[src/rtl/mvau_stream_ctrl.sv]
// Sequencer for the MVAU streaming datapath: buffers one input vector and replays it per neuron fold.
// Optional performance counters are built when MVAU_CTRL_PERF_EN is defined.
module mvau_stream_ctrl #(
    parameter int MatrixW = 20,
    parameter int MatrixH = 20,
    parameter int SIMD    = 2,
    parameter int PE      = 2,
    parameter int TSrcI   = 4,
    localparam int SF     = MatrixW / SIMD,
    localparam int NF     = MatrixH / PE,
    localparam int WA_W   = (SF * NF > 1) ? $clog2(SF * NF) : 1,
    localparam int AW     = SIMD * TSrcI
) (
    input  logic            clk,
    input  logic            rst,
    input  logic            in_v,
    output logic            in_rdy,
    input  logic [AW-1:0]   in_act,
    output logic [AW-1:0]   act_out,
    output logic            act_v,
    output logic [WA_W-1:0] wgt_addr,
    output logic            acc_clr,
    output logic            acc_last,
    output logic            out_v,
    input  logic            out_rdy
`ifdef MVAU_CTRL_PERF_EN
    ,
    output logic [31:0]     perf_vec,
    output logic [31:0]     perf_stall
`endif
);

    localparam int SF_W = (SF > 1) ? $clog2(SF) : 1;
    localparam int NF_W = (NF > 1) ? $clog2(NF) : 1;

    if (MatrixW % SIMD != 0) begin : g_bad_simd
        $fatal(1, "MatrixW must be a multiple of SIMD");
    end
    if (MatrixH % PE != 0) begin : g_bad_pe
        $fatal(1, "MatrixH must be a multiple of PE");
    end

    typedef enum logic [1:0] {IDLE, WRITE, READ} state_t;

    state_t            state, state_nxt;
    logic [SF_W-1:0]   sf, sf_nxt;
    logic [NF_W-1:0]   nf, nf_nxt;
    logic              stall;
    logic              sf_last;
    logic              nf_last;
    logic              issue;
    logic              from_buf;
    logic              wr;
    logic              in_rdy_c;
    logic [WA_W-1:0]   addr_cur;

    // Sized to the full index range so the sf counter can address it directly.
    logic [AW-1:0]     ibuf [2**SF_W];

    assign stall    = out_v && !out_rdy;
    assign sf_last  = (sf == SF_W'(SF - 1));
    assign nf_last  = (nf == NF_W'(NF - 1));
    assign addr_cur = WA_W'(int'(nf) * SF + int'(sf));
    assign in_rdy   = in_rdy_c && !rst;
    assign wr       = issue && !from_buf;

    always_comb begin
        state_nxt = state;
        sf_nxt    = sf;
        nf_nxt    = nf;
        in_rdy_c  = 1'b0;
        issue     = 1'b0;
        from_buf  = 1'b0;
        case (state)
            IDLE, WRITE: begin
                in_rdy_c = !stall;
                if (in_v && !stall) begin
                    issue     = 1'b1;
                    state_nxt = WRITE;
                    if (sf_last) begin
                        sf_nxt = '0;
                        if (NF > 1) begin
                            state_nxt = READ;
                            nf_nxt    = NF_W'(1);
                        end
                    end else begin
                        sf_nxt = sf + SF_W'(1);
                    end
                end
            end
            READ: begin
                from_buf = 1'b1;
                if (!stall) begin
                    issue = 1'b1;
                    if (sf_last) begin
                        sf_nxt = '0;
                        if (nf_last) begin
                            state_nxt = WRITE;
                            nf_nxt    = '0;
                        end else begin
                            nf_nxt = nf + NF_W'(1);
                        end
                    end else begin
                        sf_nxt = sf + SF_W'(1);
                    end
                end
            end
            default: state_nxt = IDLE;
        endcase
    end

    always_ff @(posedge clk) begin
        if (wr) begin
            ibuf[sf] <= in_act;
        end
    end

    // Issue stage: everything the MAC array sees is registered here.
    always_ff @(posedge clk) begin
        if (rst) begin
            state    <= IDLE;
            sf       <= '0;
            nf       <= '0;
            act_v    <= 1'b0;
            acc_clr  <= 1'b0;
            acc_last <= 1'b0;
            out_v    <= 1'b0;
            wgt_addr <= '0;
            act_out  <= '0;
        end else begin
            state    <= state_nxt;
            sf       <= sf_nxt;
            nf       <= nf_nxt;
            act_v    <= issue;
            acc_clr  <= issue && (sf == '0);
            acc_last <= issue && sf_last;
            // A result registered on this edge wins over the handshake clearing the old one.
            out_v    <= (act_v && acc_last) || (out_v && !out_rdy);
            if (issue) begin
                wgt_addr <= addr_cur;
                act_out  <= from_buf ? ibuf[sf] : in_act;
            end
        end
    end

`ifdef MVAU_CTRL_PERF_EN
    always_ff @(posedge clk) begin
        if (rst) begin
            perf_vec   <= '0;
            perf_stall <= '0;
        end else begin
            if (issue && sf_last && nf_last && perf_vec != 32'hFFFF_FFFF) begin
                perf_vec <= perf_vec + 32'd1;
            end
            if (stall && perf_stall != 32'hFFFF_FFFF) begin
                perf_stall <= perf_stall + 32'd1;
            end
        end
    end
`endif

endmodule

[config.mk]
export PLATFORM = sky130hd
export DESIGN_NAME = mvau_stream_ctrl
export DESIGN_NICKNAME = d
export VERILOG_FILES = /design/src/rtl/mvau_stream_ctrl.sv
export SDC_FILE = /design/constraint.sdc
export NUM_CORES = 1
export LEC_CHECK = 0
export CELL_PAD_IN_SITES_DETAIL_PLACEMENT = 1
export CELL_PAD_IN_SITES_GLOBAL_PLACEMENT = 1
export CORE_AREA = 2 2 102 129
export DETAILED_ROUTE_END_ITERATION = 8
export DIE_AREA = 0 0 104 131
export DONT_BUFFER_PORTS = 1
export HOLD_SLACK_MARGIN = 0.02
export MAX_ROUTING_LAYER = met4
export PLACE_DENSITY = 0.75
export SYNTH_ARGS = -nofsm -noshare
export SYNTH_HDL_FRONTEND = slang
export SYNTH_SLANG_ARGS = --single-unit
[constraint.sdc]
create_clock -name clk -period 3.2 [get_ports clk]
set_input_delay 0.64 -clock clk [delete_from_list [all_inputs] [get_ports clk]]
set_output_delay 0.64 -clock clk [all_outputs]
set_load 0.05 [all_outputs]
==> results of run 1 <==
## critical path: stages, from the launching register on
cell and delay [ns]:
dfxtp_1 0.48, nor2b_1 0.31, nor3_1 0.82, nand2_1 0.31
nor2_1 0.64
## final cells by class
type                            instances  area (sq um)  area share, %
Clock buffer                           24         525.5          7.104
Clock inverter                          8         78.83          1.066
Inverter                                6         22.52         0.3045
Multi-Input combinational cell        228          1968          26.61
Sequential cell                       157          4427          59.84
Tap cell                              168         210.2          2.842
Timing Repair Buffer                   22         165.2          2.233
## sequential cells by signal (all words and copies together), names as in the netlist
name      count
acc_clr       1
acc_last      1
act_out       8
act_v         1
ibuf        128
nf            4
out_v         1
sf            4
state         2
wgt_addr      7
## metrics by stage
stage	total power [uW]	utilization [%]	area, sq um	cells	worst slack (ns)
after global placement	2547	54.64	6793	581	0.5618
after floorplan	2501	-	6548	415	0.6507
final	4523	59.50	7397	613	0.2610
after global routing	4645	59.50	7397	613	0.1892
after CTS	4554	59.50	7397	613	0.3177
after detailed placement	2556	54.64	6793	581	0.4025
## cells in the final DEF (no fill, tap or decap), types with 3 or more instances in the layout
master	instances
edfxtp_1	128
dfxtp_1	27
nor2_1	26
buf_4	22
nand2_1	20
mux4_2	20
mux2i_1	20
a21oi_1	20
clkbuf_16	20
nand3_1	9
nor3_1	8
or2_2	8
o221ai_1	8
ha_1	8
a31oi_1	7
o21ai_0	7
inv_1	6
nor2b_1	6
mux4_1	6
nand2b_1	4
a2111oi_0	4
o22ai_1	4
xnor2_1	4
clkinvlp_4	4
or3_1	3
a211oi_1	3
or4_1	3
clkbuf_1	3
## worst max-delay path by stage
stage | slack (ns) | to | depth (start not counted) | start
4_1_cts | 0.32 | ibuf[3][0] | 4 | out_v
3_5_place_dp | 0.40 | ibuf[3][5] | 4 | out_v
5_1_grt | 0.19 | ibuf[3][2] | 4 | out_v
6_report | 0.26 | ibuf[3][4] | 4 | out_v
3_3_place_gp | 0.56 | ibuf[14][5] | 4 | out_v
2_1_floorplan | 0.65 | in_rdy | 2 | rst
## power groups by stage
| stage | clock network (uW) | registers [uW] | logic [uW] |
|---|---|---|---|
| 3_5_place_dp | 0 | 2370 | 188 |
| 6_report | 2010 | 2330 | 189 |
| 4_1_cts | 2040 | 2330 | 191 |
| 5_1_grt | 2110 | 2330 | 206 |
| 3_3_place_gp | 0 | 2360 | 182 |
| 2_1_floorplan | 0 | 2340 | 159 |
## cell families after synthesis
| kind of cell | count (synthesis) |
|---|---|
| flops | 157 |
| xor+xnor | 6 |
| simple gates | 97 |
| fa+ha+maj | 10 |
| mux | 46 |
| compound gates | 69 |
| buf+inv | 30 |
## per-layer routing
layer	vias up	part of all wire [%]
met1	1952	39
met4	0	3.0
met3	39	5.9
li1	1668	-
met5	-	0
met2	109	52
==> impl_metrics.tcl, run 1 <==
set metrics [dict create \
    cts_setup_buffers 0 \
    met1_usage_pct 28.60 \
    overflow 0 \
    via_count 3768 \
    ys_ff_latch 157 \
    wl_per_cell_microns 25.51 \
    finalCriticalPeriod_ns 2.939 \
    post-synth-top-area-fraction_pct 58.70 \
    layout.nets 454 \
    synthArstFlopShare_pct 0 \
    min-delay-start "rst" \
    grt_use_total_pct 25.95 \
    clk_latency_ns 0.43 \
    crit_type "reg2reg" \
    critPathCaptureType "register" \
    yosysSeqAreaShare_pct 67.57 \
    num_antenna_cells 0 \
    synth.largest_area_cell "edfxtp_1" \
    synth_compound_area_share_pct 7.147 \
    p_seq_share_pct 51.4 \
    r2r_start "out_v" \
    clkTransAtPathRegs_ns 0.06 \
    clock_path_buffers 2 \
    startpoint_type "register" \
    comb_power_share_pct 4.2 \
    maxSlewViolCount 0 \
    detail-route-antenna-nets 0 \
    numCtsBuffers 17 \
    yosys-mux-area-fraction_pct 12.34 \
    setup_tns_ns 0 \
    cts_tree "built" \
    numPortBuffers 0 \
    cts_root_buffer "clkbuf_16" \
    drt_iter0_drc 222 \
    synth_xor_area_share_pct 0.8026 \
    htreeDepth 4 \
    synth_top_family_by_area "multiplexers" \
    syn_inst 415 \
    power_frac_clock_pct 44.4 \
    hpwl_microns 10560 \
    synthSimpleGateAreaFrac_pct 7.548 \
    cts_sinks 157 \
    min_path_cells 1 \
    p_leak_uw 0.002413 \
    areaGrowthSynthToFinish_pct 12.98 \
    synth_common_cells "edfxtp_1, dfxtp_1, nor2_1" \
    min_path_type "in2reg" \
    pwr_density_cell_mw_per_mm2 611.4 \
    dr.pass1.iters 5 \
    grt_pass1_vias 4086 \
    fill_cells 1151 \
    critPathMaxFanout 8 \
    grt_pass1_wl_microns 24630 \
    synth_edf_count 128 \
    required_ns 3.25 \
    reg2reg_to "ibuf[3][4]" \
    finalCritPeriodShare_pct 91.84 \
    vias_per_cell 6.147 \
    setup_viol 0 \
    busiest_layer "met2" \
    drt-total-wl_microns 15640 \
    finClkSkew_ns 0.01517 \
    p_sw_uw 959.3 \
    fmax_mhz 340.3 \
    dieArea_sq_mm 0.01362 \
    use_met3_pct 6.944 \
    reg2reg_depth 4 \
    slew_headroom_pct 30.17 \
    switching_share_pct 21.21 \
    timing.hold.ws_ns 0.2748 \
    outcome "finished, final reports clean" \
    die_h_microns 131 \
    synth_cell_types 49 \
    synth.most_common_cell "edfxtp_1" \
    synthTopCellsByArea "edfxtp_1, dfxtp_1, mux4_2, mux2i_1, mux4_1" \
    core_sq_mm 0.01243 \
    syn_nets 437 \
    place_congestion 0.8252 \
    syn_area_per_cell_sq_um 15.78 \
    synth_area_sq_mm 0.006548 \
    tightest_slew_ns 1.039 \
    drive_gt1_share_pct 18.88 \
    boundaryPins 32 \
    ys.flop_type "edfxtp_1" \
    start_util_pct 52.67 \
    cts-hold-fix-buffers 0 \
    reg2reg_setup_slack_ns 0.26 \
    antenna_found_initial 0 \
    grt_max_degree 34 \
    finalHoldViolations 0 \
    use_met2_pct 44.43 \
    synthAdderAreaFrac_pct 2.140 \
    p_int_uw 3563 \
    ir_drop_mv 0.5217 \
    cp.arrival_ns 2.99 \
    cts_resized 0 \
    drc 0 \
    rsz0062_at_grt "false" \
    ys_warn_count 0 \
    rows 46 \
    die_x_microns 104 \
    whs_endpoint "sf[2]" \
    maxCapViolCount 0 \
]
Power figures use the tool's default switching activity.
==> run 2: changes to the inputs <==
--- a/config.mk
+++ b/config.mk
@@ -14,6 +14,7 @@
 export HOLD_SLACK_MARGIN = 0.02
 export MAX_ROUTING_LAYER = met4
 export PLACE_DENSITY = 0.75
+export SLEW_MARGIN = 10
 export SYNTH_ARGS = -nofsm -noshare
 export SYNTH_HDL_FRONTEND = slang
 export SYNTH_SLANG_ARGS = --single-unit
==> constraint.sdc (replaced) <==
create_clock -name clk -period 3.2 [get_ports clk]
set_input_delay 0.64 -clock clk [delete_from_list [all_inputs] [get_ports clk]]
set_output_delay 0.64 -clock clk [all_outputs]
set_load 0.005 [all_outputs]
==> run 2 against run 1 <==
Register-to-register slack gained 0.36 ns. Sequential share of layout area grew 0.62 points. Largest power group unchanged. Worst setup slack gained 0.36 ns. Design area shrank 1.0%.
==> impl_metrics.tcl, run 2 (synthesis results as in run 1) <==
set metrics [dict create \
    outcome "finished, final reports clean" \
    crit_type "reg2reg" \
    cts_resized 0 \
    start_util_pct 52.67 \
    overflow 0 \
    finalCritPeriodShare_pct 80.45 \
    p_seq_share_pct 52.0 \
    ir_drop_mv 0.3455 \
    required_ns 3.25 \
    rows 46 \
    dieArea_sq_mm 0.01362 \
    clk_latency_ns 0.42 \
    finClkSkew_ns 0.01123 \
    switching_share_pct 21.98 \
    antenna_found_initial 0 \
    p_leak_uw 0.002382 \
    detail-route-antenna-nets 0 \
    place_congestion 0.8374 \
    comb_power_share_pct 4.6 \
    cts_tree "built" \
    p_total_uw 4369 \
    pwr_density_cell_mw_per_mm2 596.8 \
    largest_reg_flops 128 \
    numCtsBuffers 17 \
    setup_tns_ns 0 \
    power_frac_clock_pct 43.4 \
    fmax_mhz 388.4 \
    boundaryPins 32 \
    grt_pass1_vias 4042 \
    core_sq_mm 0.01243 \
    die_h_microns 131 \
    r2r_start "out_v" \
    largest-register "ibuf" \
    areaGrowthSynthToFinish_pct 11.81 \
    cts_root_buffer "clkbuf_16" \
    drive_gt1_share_pct 17.83 \
    htreeDepth 4 \
    finalHoldViolations 0 \
    via_count 3742 \
    largest_registers "ibuf x128, act_out x8, wgt_addr x7" \
    cp.arrival_ns 2.62 \
    drc 0 \
    min-delay-start "rst" \
    min_path_type "in2reg" \
    clkTransAtPathRegs_ns 0.07 \
    hpwl_microns 10290 \
    rsz0062_at_grt "false" \
    grt_max_degree 29 \
    final_cell_mix "edfxtp_1, dfxtp_1, nor2_1" \
    maxCapViolCount 0 \
    critPathMaxFanout 8 \
    startpoint "out_v" \
    setup_viol 0 \
    mostFrequentLayoutCell "edfxtp_1" \
    cts-hold-fix-buffers 0 \
    numPortBuffers 0 \
    critPathCaptureType "register" \
    cts_sinks 157 \
    layout.nets 452 \
    grt_pass1_wl_microns 24740 \
    clock_path_buffers 2 \
    dr.pass1.iters 4 \
    tightest_slew_ns 0.9068 \
    startpoint_type "register" \
    p_sw_uw 960.2 \
    wl_per_cell_microns 26.35 \
    slew_headroom_pct 37.99 \
    cts_setup_buffers 0 \
    drt_iter0_drc 347 \
    finalCriticalPeriod_ns 2.575 \
    maxSlewViolCount 0 \
    drt-total-wl_microns 16100 \
    die_x_microns 104 \
    p_int_uw 3409 \
    num_antenna_cells 0 \
    vias_per_cell 6.124 \
    grt_use_total_pct 26.02 \
]
## run 2: final cells by class
class                   count  area, sq um
fillers                  1156         5111
flip-flops and latches    157         4427
multi-input cells         228         1963
clock buffers              19        432.9
well taps                 168        210.2
repair buffers             20        150.1
clock inverters            13        115.1
inverters                   6        22.52
## run 2: per-stage QoR
stage	hold WS [ns]	utilization [%]	cell area, sq um	cells	setup WS (ns)
2_1_floorplan	0.4483	-	6548	415	0.7490
6_report	0.2846	58.89	7321	611	0.6255
5_1_grt	0.2650	58.89	7321	611	0.4634
3_5_place_dp	0.4696	54.48	6773	579	0.4238
3_3_place_gp	0.4552	54.48	6773	579	0.6464
4_1_cts	0.2564	58.89	7321	611	0.6290
## run 2: metal layers
layer  wire, microns  vias to the layer above  track usage, %
li1                -                     1669               -
met1            6457                     1932           29.71
met2            8365                      109           43.96
met3             753                       32           6.151
met4             522                        0           12.24
met5               0                        -               -
## run 2: critical path, stage by stage, from the launching register on
cell and delay [ns]:
dfxtp_1 0.34, nor2b_1 0.22, nor3_1 0.73, nand2_1 0.27, nor2_1 0.64
## run 2: worst paths after layout
path                       to  slack [ns]  cells past startpoint
setup reg to reg   ibuf[3][4]        0.63                      4
setup / recovery   ibuf[3][4]        0.63                      4
hold reg to reg   wgt_addr[6]        0.48                      2
hold / removal    wgt_addr[1]        0.28                      1
## run 2: power groups by stage
stage / logic, uW / registers, uW / clock network [uW]
6_report: 199 / 2270 / 1900
5_1_grt: 212 / 2280 / 2000
4_1_cts: 199 / 2270 / 1930
3_5_place_dp: 196 / 2320 / 0
3_3_place_gp: 189 / 2310 / 0
2_1_floorplan: 157 / 2300 / 0
